==> config.mk <==
export PLATFORM = sky130hd
export DESIGN_NAME = mux8way16_arbiter
export DESIGN_NICKNAME = d
export VERILOG_FILES = /design/src/rtl/mux8way16_arbiter.sv
export SDC_FILE = /design/constraint.sdc
export NUM_CORES = 1
export LEC_CHECK = 0
export ABC_AREA = 1
export CORE_UTILIZATION = 29
export CTS_BUF_LIST = sky130_fd_sc_hd__clkbuf_8 sky130_fd_sc_hd__clkbuf_16
export DETAILED_ROUTE_END_ITERATION = 7
export PLACE_DENSITY_LB_ADDON = 0.15
export SLEW_MARGIN = 10
export SYNTH_ARGS = -nofsm -noshare
export SYNTH_HDL_FRONTEND = slang
export SYNTH_SLANG_ARGS = --single-unit
==> constraint.sdc <==
create_clock -name clock -period 3 [get_ports clock]
set_input_delay 0.3 -clock clock [delete_from_list [all_inputs] [get_ports clock]]
set_output_delay 0.3 -clock clock [all_outputs]
set_load 0.02 [all_outputs]
==> src/rtl/mux8way16_arbiter.sv <==
// Round-robin arbiter sharing one 16-bit Mux8Way16 datapath among eight requesters.
// Grant, valid and sel are registered; out is the shared mux output gated by valid.

module mux8way16 (
   input  logic [127:0] data,
   input  logic [2:0]   sel,
   output logic [15:0]  out
);
   always_comb begin
      out = '0;
      case (sel)
         3'd0:    out = data[15:0];
         3'd1:    out = data[31:16];
         3'd2:    out = data[47:32];
         3'd3:    out = data[63:48];
         3'd4:    out = data[79:64];
         3'd5:    out = data[95:80];
         3'd6:    out = data[111:96];
         3'd7:    out = data[127:112];
         default: out = '0;
      endcase
   end
endmodule

module mux8way16_arbiter #(
   parameter int unsigned MAX_HOLD = 8,
   parameter int unsigned HOLD_W   = 4
) (
   input  logic         clock,
   input  logic         reset,
   input  logic [7:0]   req,
   input  logic [127:0] data,
   output logic [7:0]   grant,
   output logic [2:0]   sel,
   output logic         valid,
   output logic [15:0]  out
);
   localparam logic [HOLD_W-1:0] HOLD_LAST = HOLD_W'(MAX_HOLD - 1);

   typedef enum logic {IDLE, BUSY} state_t;

   state_t            state, state_n;
   logic [2:0]        owner, owner_n;
   logic [2:0]        ptr, ptr_n;
   logic [HOLD_W-1:0] count, count_n;
   logic [7:0]        grant_n;
   logic              valid_n;
   logic [15:0]       word_c;

   // First requester at or after start, wrapping modulo 8.
   function automatic logic [2:0] pick(input logic [2:0] start, input logic [7:0] r);
      logic [2:0] idx;
      pick = start;
      for (int i = 7; i >= 0; i--) begin
         idx = start + 3'(i);
         if (r[idx]) pick = idx;
      end
   endfunction

   always_ff @(posedge clock or posedge reset) begin
      if (reset) begin
         state <= IDLE;
         owner <= '0;
         ptr   <= '0;
         count <= '0;
         grant <= '0;
         valid <= 1'b0;
      end else begin
         state <= state_n;
         owner <= owner_n;
         ptr   <= ptr_n;
         count <= count_n;
         grant <= grant_n;
         valid <= valid_n;
      end
   end

   always_comb begin
      state_n = state;
      owner_n = owner;
      ptr_n   = ptr;
      count_n = count;
      case (state)
         IDLE: begin
            if (|req) begin
               owner_n = pick(ptr, req);
               count_n = '0;
               state_n = BUSY;
            end
         end
         BUSY: begin
            if (req[owner] && (count < HOLD_LAST)) begin
               count_n = count + HOLD_W'(1);
            end else begin
               // Release; re-arbitrate in the same edge so the bus never bubbles.
               ptr_n = owner + 3'd1;
               if (|req) begin
                  owner_n = pick(owner + 3'd1, req);
                  count_n = '0;
               end else begin
                  state_n = IDLE;
               end
            end
         end
         default: state_n = IDLE;
      endcase
      valid_n = (state_n == BUSY);
      grant_n = valid_n ? (8'd1 << owner_n) : 8'h00;
   end

   assign sel = owner;

   mux8way16 u_mux (
      .data (data),
      .sel  (sel),
      .out  (word_c)
   );

   assign out = valid ? word_c : 16'h0000;

endmodule

# Word level (Yosys, flattened, before mapping)

Cells that the tools add are included.

Flip-flop bits (word level): 19
Bits of input ports: 138
Output and inout port bits: 28

Add/sub/neg operators: 16
Magnitude comparators: 18
Equal/unequal tests: 7
Shift operators: 1
Mux-type cells: 63
Bitwise gates (word level): 2
Reductions and logical operators: 4

Operators by type and width:

| cell                | count |
|---|---|
| $pmux 16 s8         | 1 |
| $lt 3x4->1 const B  | 17 |
| $mux 3              | 19 |
| $bmux 1 s3          | 17 |
| $add 3x3->3 const B | 8 |
| $mux 1              | 19 |
| $mux 16             | 1 |
| $add 3x2->3 const B | 4 |
| $eq 3x3->1 const B  | 4 |
| $add 3x1->3 const B | 3 |
| $mux 4              | 2 |
| $mux 8              | 1 |
| $pmux 4 s2          | 1 |
| $reduce_or 8->1     | 1 |
| $shl 1x3->8 const A | 1 |
| $eq 3x2->1 const B  | 2 |
| $pmux 3 s2          | 1 |
| $add 4x1->4 const B | 1 |
| $lt 4x3->1 const B  | 1 |
| $eq 3x1->1 const B  | 1 |
| $logic_not 3->1     | 1 |
| $not 1->1           | 2 |
| $pmux 1 s2          | 1 |
| $reduce_and 2->1    | 1 |
| $logic_and 1x1->1   | 1 |

# Longest topological paths before layout

Gate-level depths: netlist of the first run.

Word-level depth: 17
Gate-level depth with buffers: 23
Depth with buffers taken out: 22

# Cells and area by module

From an unflattened synthesis of the first run, not the netlist that was laid out.

Cells, all modules: 659
Area total of the unflattened synthesis: 3567.2 µm²

By module, submodules not included:

| module            | times used | cells an instance | area each (µm²) | sequential area each (µm²) |
|---|---|---|---|---|
| mux8way16_arbiter | 1          | 384               | 2182.1          | 475.5 |
| mux8way16         | 1          | 275               | 1385.1          | 0.0 |

# Least setup slack after synthesis of the first run

OpenSTA, ideal clock, no wires.

Path kind: register -> output
Start: register owner[0], in the netlist sel[0]
End: output port out[2]
Arrival time: 2.205 ns
Required time: 2.700 ns
Setup slack: 0.495 ns
Cell stages (with the launch flop): 10
Buffers on the path: 2
Path through: dfrtp_1 > ha_1 > ha_1 > clkbuf_1 > nor2_1 > nand3_1 > inv_1 > clkbuf_1 > nand2_1 > a31oi_1

Cells in the longest elaborated chain, start to end: 3
Elaborated cells between the ends (all ways): 10
Classes of those cells: eq/ne: 7; mux: 2; reduce/logical: 1

RTL lines:

| what                               | RTL line | RTL |
|---|---|---|
| from (decl)                        | 43       | `logic [2:0] owner, owner_n;` |
| from (signal assigned)             | 70       | `owner <= owner_n;` |
| $eq 3x3->1 (tied with other cells) | 11       | `case (sel)` |
| $pmux 16 s8 (*)                    | 11       |  |
| $mux 16 (*)                        | 119      | `assign out = valid ? word_c : 16'h0000;` |
| to (decl)                          | 36       | `output logic [15:0] out` |

Every way passes the cells marked *; elsewhere a longest branch is shown, timed or not.

# Worst setup path in the final report of the first run

Start: register owner[0], in the netlist sel[0]
End: output port out[3]

The elaborated chain is that of the path after synthesis.

==> results of run 1 <==
[critical path, cell delays in order (launching register included)]
cell,delay [ns]
dfrtp_1,0.42
buf_4,0.23
ha_1,0.25
nand2_1,0.11
clkinvlp_4,0.10
buf_4,0.14
nand2_1,0.05
nand3_1,0.12
a211oi_1,0.25
nor2_1,0.07
clkdlybuf4s50_1,0.59
[cells in the mapped netlist]
cell type and count:
xor2_2 1, a211oi_1 14, nor4_1 2, a21oi_2 1, a21oi_1 14, inv_1 48
ha_1 10, buf_4 3, inv_4 1, nor2_1 32, o21ai_0 8, clkinv_1 1
nand2_1 254, xnor2_1 2, nand4_1 15, xor2_1 1, dfrtp_1 19, nand2_2 8
a22o_1 3, inv_2 13, clkbuf_1 11, nand3_1 88, or2_1 1, o21ai_1 3
a31oi_1 1, a221oi_1 3, buf_6 3, nand3_2 5, o21ai_2 1, buf_2 3
xnor2_2 3
[through the flow]
stage	hold WS (ns)	setup TNS (ns)	util [%]	total power [mW]
finish	0.450	0	48.9	6.93
global route	0.525	-0.0904	48.9	7.75
CTS	0.477	0	48.1	6.85
detailed placement	0.496	0	47.4	6.62
global placement	0.480	0	47.4	6.58
floorplan	0.251	0	-	4.80
[state kept, by name, summed over array words and instances (netlist names)]
| signal | count |
|---|---|
| sel | 3 |
| count | 4 |
| grant | 8 |
| state | 1 |
| ptr | 3 |
[per-layer routing]
metal  vias up  global-route usage (%)  routed length (um)
met5         -                       0                   0
met4         0                    4.43                 153
met3        15                    2.81                 708
met2       158                    46.7                6990
met1      1948                    28.6                5760
li1       2179                       -                   -
[worst max-delay path by stage]
stage | endpoint | slack (ns) | cells past startpoint
2_1_floorplan | out[2] | 0.50 | 9
3_3_place_gp | out[13] | 0.22 | 9
3_5_place_dp | grant[3]$_DFF_PP0_ | 0.23 | 18
4_1_cts | out[11] | 0.004 | 9
5_1_grt | grant[7]$_DFF_PP0_ | -0.03 | 19
6_report | out[3] | 0.11 | 10
[repair_timing]
| item | CTS | global route |
|---|---|---|
| resized for setup | 1 | 12 |
| pin swaps | 0 | 0 |
| setup endpoints to repair | 4 | 23 |
| buffers inserted | 1 | 5 |
[where the power goes]
part	internal [mW]	leakage (nW)	switching (mW)
sequential	0.369	0.238	0.0883
combinational	2.41	2.23	3.89
clock	0.0921	0.0255	0.0804
[logic make-up (layout without fill, tap and decap cells)]
group | Yosys count | count (layout) | share of synthesized area (%)
AOI/OAI and AO/OA | 48 | 48 | 9.96
xor gates and xnor gates | 7 | 7 | 2.97
adders and majority gates | 10 | 10 | 4.07
buffers and inverters | 83 | 253 | 11.4
DFF | 19 | 19 | 15.5
and+or+nand+nor | 405 | 405 | 56.1
[final cells by class]
type / count / area (um2) / area share [%]
Multi-Input combinational cell: 470 / 2250 / 44.7
Sequential cell: 19 / 477 / 9.45
Timing Repair Buffer: 186 / 1850 / 36.6
Tap cell: 136 / 170 / 3.37
Inverter: 63 / 250 / 4.96
Clock buffer: 3 / 41.3 / 0.818
Clock inverter: 1 / 5.00 / 0.0992
==> flow_summary.toml, run 1 <==
[detailed_routing]
ant_nets = 0
num_vias = 4300
first_iter_violations = 387
viasPerCell = 4.90
wl_per_cell_um = 15.5
drc = 0
first_pass_iters = 7
wl_um = 13600

[timing]
finalHoldViolCount = 0
finalSetupViolCount = 0
finClkSkew_ns = 0.00289
period_share_pct = 96.2
maxSlewViolCount = 0
fin_crit_ns = 2.89
relSlewSlack_pct = 53.3
fin_ws_ns = 0.114
rsz0062_at_grt = "true"
tightest_slew_ns = 0.699
fmax_mhz = 346

[clock_network]
cts.sinks = 19
path_clk_slew_ns = 0.07
hold_buffers = 0
cts_buffers = 3
clock_latency_ns = 0.25
htreeDepth = 1
ctsLongestPathBuffers = 2
cts_tree = "built"
cts_root_buf = "clkbuf_8"

[final_layout]
final_common_cell = "nand2_1"
final_area_um2 = 5040
nets = 891
final_cell_mix = "254 x nand2_1, 160 x clkdlybuf4s50_1, 88 x nand3_1"
fin_cells = 878
syn2layout_area_growth_pct = 64.0
diodes = 0
layout-drive-gt1-share_pct = 8.89
fillCellCount = 1075

[logic_synthesis]
synthTopCellsByArea = "nand2_1 31%, dfrtp_1 15%, nand3_1 14%"
avgSynthCellArea_um2 = 5.38
synth_area_leader_cell = "nand2_1"
yosys.area.top_type_share_pct = 31.0
syn_nets = 720
synth-seq-cells = 19
syn_inst = 572
syn_area_um2 = 3080
ys_seq_area_share_pct = 15.5
synth_warnings = 0
yosys.cell_types.count = 31

[placement]
dpl_cell_area_um2 = 4900
pre_cts_ws_ns = 0.227
gp_congestion = 0.934
portBuffers = 165
dp_cells = 868
dp_hpwl_um = 11200

[run]
cap_violations = 0

[floorplanning]
die-area_um2 = 11000
io_pins = 166
coreArea_um2 = 10300
initial_core_util_pct = 29.8
die_h_um = 105
die_x_um = 105
rows = 37

[critical_path]
reg2regPathDepth = 20
crit_type = "flop to output port"
cp-startpoint = "sel[0]$_DFF_PP0_"
cp_data_arrival_time_ns = 2.59
r2r_slack_ns = 0.27
end_kind = "output port"
crit_required_ns = 2.70
timing.rr.end = "grant[3]$_DFF_PP0_"
r2r-start = "sel[1]$_DFF_PP0_"
critPathLaunchType = "flop"
crit_fanout = 21

[power_and_ir_drop]
p_leak_nw = 2.49
peakVddDrop_mv = 0.735
p_per_area_nw_per_um2 = 1370

[status]
status = "completed"

[grt]
grt_overflow = 0
grt_pass1_vias = 4218
antenna_found_initial = 0
grt_use_total_pct = 24.2
grt_max_degree = 22
grt_pass1_wl_um = 21400

[min_path]
hold_class = "input pin to asynchronous set/reset pin"
No activity file was read; power rests on OpenSTA's default activity.
==> run 2, diff against run 1 <==
--- a/config.mk
+++ b/config.mk
@@ -7,4 +7,5 @@
 export LEC_CHECK = 0
 export ABC_AREA = 1
+export CORE_ASPECT_RATIO = 1.1
 export CORE_UTILIZATION = 29
 export CTS_BUF_LIST = sky130_fd_sc_hd__clkbuf_8 sky130_fd_sc_hd__clkbuf_16
@@ -15,2 +16,3 @@
 export SYNTH_HDL_FRONTEND = slang
 export SYNTH_SLANG_ARGS = --single-unit
+export TNS_END_PERCENT = 5
==> constraint.sdc (replaced) <==
create_clock -name clock -period 3 [get_ports clock]
set_input_delay 0.9 -clock clock [delete_from_list [all_inputs] [get_ports clock]]
set_output_delay 0.9 -clock clock [all_outputs]
set_load 0.02 [all_outputs]
==> flow_summary.toml, run 2 (same netlist as run 1, synthesis figures left out) <==
[timing]
tns_ns = -0.0116
period_share_pct = 100
holdWs_ns = 0.493
relSlewSlack_pct = 52.0
fin_crit_ns = 3.01
fin_ws_ns = -0.0116
fmax_mhz = 332
maxSlewViolCount = 0
finalSetupViolCount = 1
finalHoldViolCount = 0
tightest_slew_ns = 0.720
finClkSkew_ns = 0.00186
rsz0062_at_grt = "true"

[critical_path]
end_kind = "output port"
r2r-start = "sel[0]$_DFF_PP0_"
crit_chain = "clkdlybuf4s50_1 -> nand2_1 -> nand4_1 -> a211oi_2 -> nor2_1 -> buf_4 -> buf_4"
crit_buf_inv = 3
cpMostUsedCell = "buf_4"
crit_slowest_cell = "clkdlybuf4s50_1"
max_stage_delay_ns = 0.40
reg2regPathDepth = 18
r2r_slack_ns = 0.33
cp_data_arrival_time_ns = 2.11
crit_type = "input pin to output port"
crit_fanout = 1
critPathTopFamily = "buffers and inverters"
crit_required_ns = 2.10
critPathLaunchType = "input pin"
timing.rr.end = "grant[3]$_DFF_PP0_"

[power_and_ir_drop]
p_per_area_nw_per_um2 = 1380
p_int_mw = 3.21
p_switching_mw = 4.22
peakVddDrop_mv = 0.798
fin_total_pwr_mw = 7.43
seqPwrFrac_pct = 6.1
p_leak_nw = 2.74
swShare_pct = 56.8
power_frac_comb_pct = 90.2
power_frac_clock_pct = 3.7

[grt]
antenna_found_initial = 0
globalRouteMet3Util_pct = 3.66
grt_pass1_wl_um = 20800
grt_use_total_pct = 23.5
met1_usage_pct = 27.0
grt-busiest-layer = "met2"
use_met2_pct = 45.5
grt_pass1_vias = 4293
grt_max_degree = 21
grt_overflow = 0

[clock_network]
htreeDepth = 1
cts_tree = "built"
cts_setup_buffers = 0
path_clk_slew_ns = 0.05
cts_buffers = 3
hold_buffers = 0
clock_latency_ns = 0.25
cts.sinks = 19
cts_root_buf = "clkbuf_16"
ctsLongestPathBuffers = 2

[floorplanning]
die_x_um = 100
rows = 39
io_pins = 166
initial_core_util_pct = 29.7
die-area_um2 = 11000
coreArea_um2 = 10300
die_h_um = 110

[detailed_routing]
ant_nets = 0
wl_per_cell_um = 14.7
num_vias = 4458
first_pass_iters = 5
viasPerCell = 4.87
first_iter_violations = 186
wl_um = 13400
drc = 0

[final_layout]
fillCellCount = 1066
multi_input_area_um2 = 2350
nets = 921
largest_register_ffs = 8
syn2layout_area_growth_pct = 74.8
postLayoutCoreUtil_pct = 52.0
fin_cells = 915
final_common_cell = "nand2_1"
reg_top3 = "grant x8, count x4"
diodes = 0
layout-drive-gt1-share_pct = 17.2
final_cell_mix = "251 x nand2_1, 140 x clkdlybuf4s50_1, 86 x nand3_1"
final_area_um2 = 5380
regArea_um2 = 475
largest-register = "grant"

[placement]
dp_cells = 911
pre_cts_ws_ns = -0.407
dpl_cell_area_um2 = 5220
portBuffers = 165
gp_congestion = 0.919
dp_hpwl_um = 11100

[run]
cap_violations = 0

[min_path]
hold_path.startpoint = "count[3]$_DFF_PP0_"
hold-path-cell-count = 2
holdPathEnd = "count[3]$_DFF_PP0_"
hold_class = "flop to flop"

[status]
violations = "setup timing"
status = "finished, violations left"
[run 2: tightest hold or removal path: cells and delay by family (launching register included)]
kind / cells / cell delay [ns]
DFF: 1 / 0.34
and+or+nand+nor: 1 / 0.05
AOI/OAI and AO/OA: 1 / 0.06
[run 2: how the worst max path moves through the flow]
stage | from | to | slack (ns) | depth (start not counted)
after CTS | data[100] | out[4] | -0.06 | 7
after floorplan | sel[0]$_DFF_PP0_ | out[2] | 0.07 | 9
after detailed placement | data[114] | out[2] | -0.41 | 5
after global routing | sel[0]$_DFF_PP0_ | out[10] | -0.08 | 11
after global placement | data[100] | out[4] | -0.43 | 7
final | data[116] | out[4] | -0.01 | 7
[run 2: metal layers]
layer	wire [um]	vias up	share of wire, %
li1	-	2245	-
met1	5410	2052	40
met2	6860	146	51
met3	920	15	6.8
met4	257	0	1.9
met5	0	-	0
[run 2: power by group through the flow]
stage	logic, mW	clock network [mW]	registers (mW)
after floorplan	4.32	0	0.490
after global placement	6.56	0	0.453
after detailed placement	6.64	0	0.455
after CTS	6.65	0.280	0.453
after global routing	7.55	0.294	0.467
final	6.70	0.273	0.455
[run 2: layout make-up]
type | count | share of cell area (%)
well taps | 143 | 3.33
flip-flops and latches | 19 | 8.84
repair buffers | 216 | 38.0
multi-input cells | 470 | 43.8
clock buffers | 3 | 1.40
inverters | 63 | 4.58
clock inverters | 1 | 0.0930
[run 2: timing repair]
| item | CTS | global route |
|---|---|---|
| pin swaps | 0 | 6 |
| endpoints found under the setup margin | 16 | 26 |
| resized for setup | 63 | 39 |
==> run 3, diff against run 2 <==
Settings changed: GPL_TIMING_DRIVEN set to 0, PLACE_DENSITY set to 0.62, PLACE_DENSITY_LB_ADDON 0.15 to not set.
==> flow_summary.toml, run 3 (same netlist as run 1, synthesis figures left out) <==
[status]
status = "completed"

[detailed_routing]
num_vias = 4427
wl_per_cell_um = 16.1
ant_nets = 0
first_pass_iters = 4
wl_met3_um = 824
drc = 0
first_iter_violations = 157
wl_met1_um = 5720
top_layer = "met4"
viasPerCell = 4.91
wl_met2_um = 7800
wl_um = 14500

[grt]
grt_max_degree = 20
antenna_found_initial = 1
grt_use_total_pct = 25.3
grt_pass1_vias = 4220
grt_overflow = 0
grt_pass1_wl_um = 22000

[critical_path]
cp_data_arrival_time_ns = 2.07
critPathLaunchType = "input pin"
crit_type = "input pin to output port"
crit_required_ns = 2.10
end_kind = "output port"
crit_fanout = 1

[clock_network]
cts_tree = "built"
clock_latency_ns = 0.25
cts.sinks = 19
path_clk_slew_ns = 0.05
hold_buffers = 0
htreeDepth = 1
cts_root_buf = "clkbuf_16"
ctsLongestPathBuffers = 2
cts_buffers = 3

[final_layout]
final_common_cell = "nand2_1"
reg_top3 = "grant x8, count x4"
final_cell_mix = "251 x nand2_1, 139 x clkdlybuf4s50_1, 87 x nand3_1"
nets = 907
layout-drive-gt1-share_pct = 16.6
largest_register_ffs = 8
syn2layout_area_growth_pct = 74.7
largest-register = "grant"

[timing]
finalSetupViolCount = 0
fmax_mhz = 337
rsz0062_at_grt = "true"
period_share_pct = 99.0
tightest_slew_ns = 0.706
finClkSkew_ns = 0.00150
finalHoldViolCount = 0
maxSlewViolCount = 0
relSlewSlack_pct = 52.9
tns_ns = 0
fin_crit_ns = 2.97

[floorplanning]
initial_core_util_pct = 29.7
coreArea_um2 = 10300
rows = 39
die_h_um = 110
die_x_um = 100
die-area_um2 = 11000
io_pins = 166

[placement]
portBuffers = 165
dp_hpwl_um = 11800
gp_congestion = 0.922

[power_and_ir_drop]
fin_total_pwr_mw = 7.48
p_leak_nw = 2.69
p_per_area_nw_per_um2 = 1390
peakVddDrop_mv = 0.831

[run]
cap_violations = 0

[min_path]
hold_class = "flop to flop"
[run 3: changes by cell type in the layout (fill, tap and decap cells not counted), sizes merged]
cell           before  now
dlymetal6s2s        8   10
clkdlybuf4s15       4    0
clkdlybuf4s50     140  139
clkbuf              3    9
diode               0    1
buf                63   47
dlygate4sd2         1    0
[run 3: path summary, 6_finish.rpt]
path | start | end | slack, ns | cells past startpoint
setup / recovery | data[113] | out[1] | 0.03 | 6
hold / removal | count[3]$_DFF_PP0_ | count[3]$_DFF_PP0_ | 0.49 | 2
setup reg to reg | ptr[1]$_DFFE_PP0P_ | grant[2]$_DFF_PP0_ | 0.35 | 22
hold reg to reg | count[3]$_DFF_PP0_ | count[3]$_DFF_PP0_ | 0.49 | 2
max in group asynchronous | reset | sel[2]$_DFF_PP0_ | 1.44 | 2
min in group asynchronous | reset | grant[5]$_DFF_PP0_ | 1.07 | 2
[run 3: cell type report]
type	instances	area, um2
fill	1093	4970
tap	143	179
inverter	63	262
buffer	17	174
timing repair buffer	185	1800
multi-input combinational	470	2400
clock buffer	3	75.1
sequential	19	479
antenna	1	2.50
clock inverter	1	5.00
[run 3: per-layer routing]
metal	track usage (%)	vias to the layer above
met5	0	-
met3	4.10	14
met1	27.9	2052
li1	-	2219
met4	4.97	0
met2	50.6	142
[run 3: repair_timing]
item,in CTS,in global routing
endpoints found under the setup margin,16,25
resized for setup,105,59
pin swaps,5,10
gates cloned,1,2
setup buffers,8,9
[run 3: stage by stage]
step,util [%],hold WS [ns],cells,worst slack (ns),instance area (um2)
floorplan,-,0.454,572,0.0654,3080
global placement,47.5,0.481,880,-0.805,4910
detailed placement,47.5,0.481,880,-0.827,4910
CTS,49.7,0.494,890,-0.0539,5140
global route,52.0,0.521,902,-0.0528,5380
finish,52.0,0.488,902,0.0313,5380
[run 3: where the power goes]
| part | leakage, nW | switching (mW) | internal (mW) |
|---|---|---|---|
| clock network | 0.0409 | 0.0893 | 0.178 |
| registers | 0.236 | 0.104 | 0.372 |
| logic | 2.41 | 4.13 | 2.61 |
[run 3: worst max-delay path, cell delays in order]
cell	delay (ns)
clkdlybuf4s50_1	0.41
nand2_1	0.08
nand4_1	0.21
a211oi_2	0.23
nor2_1	0.08
buf_4	0.16
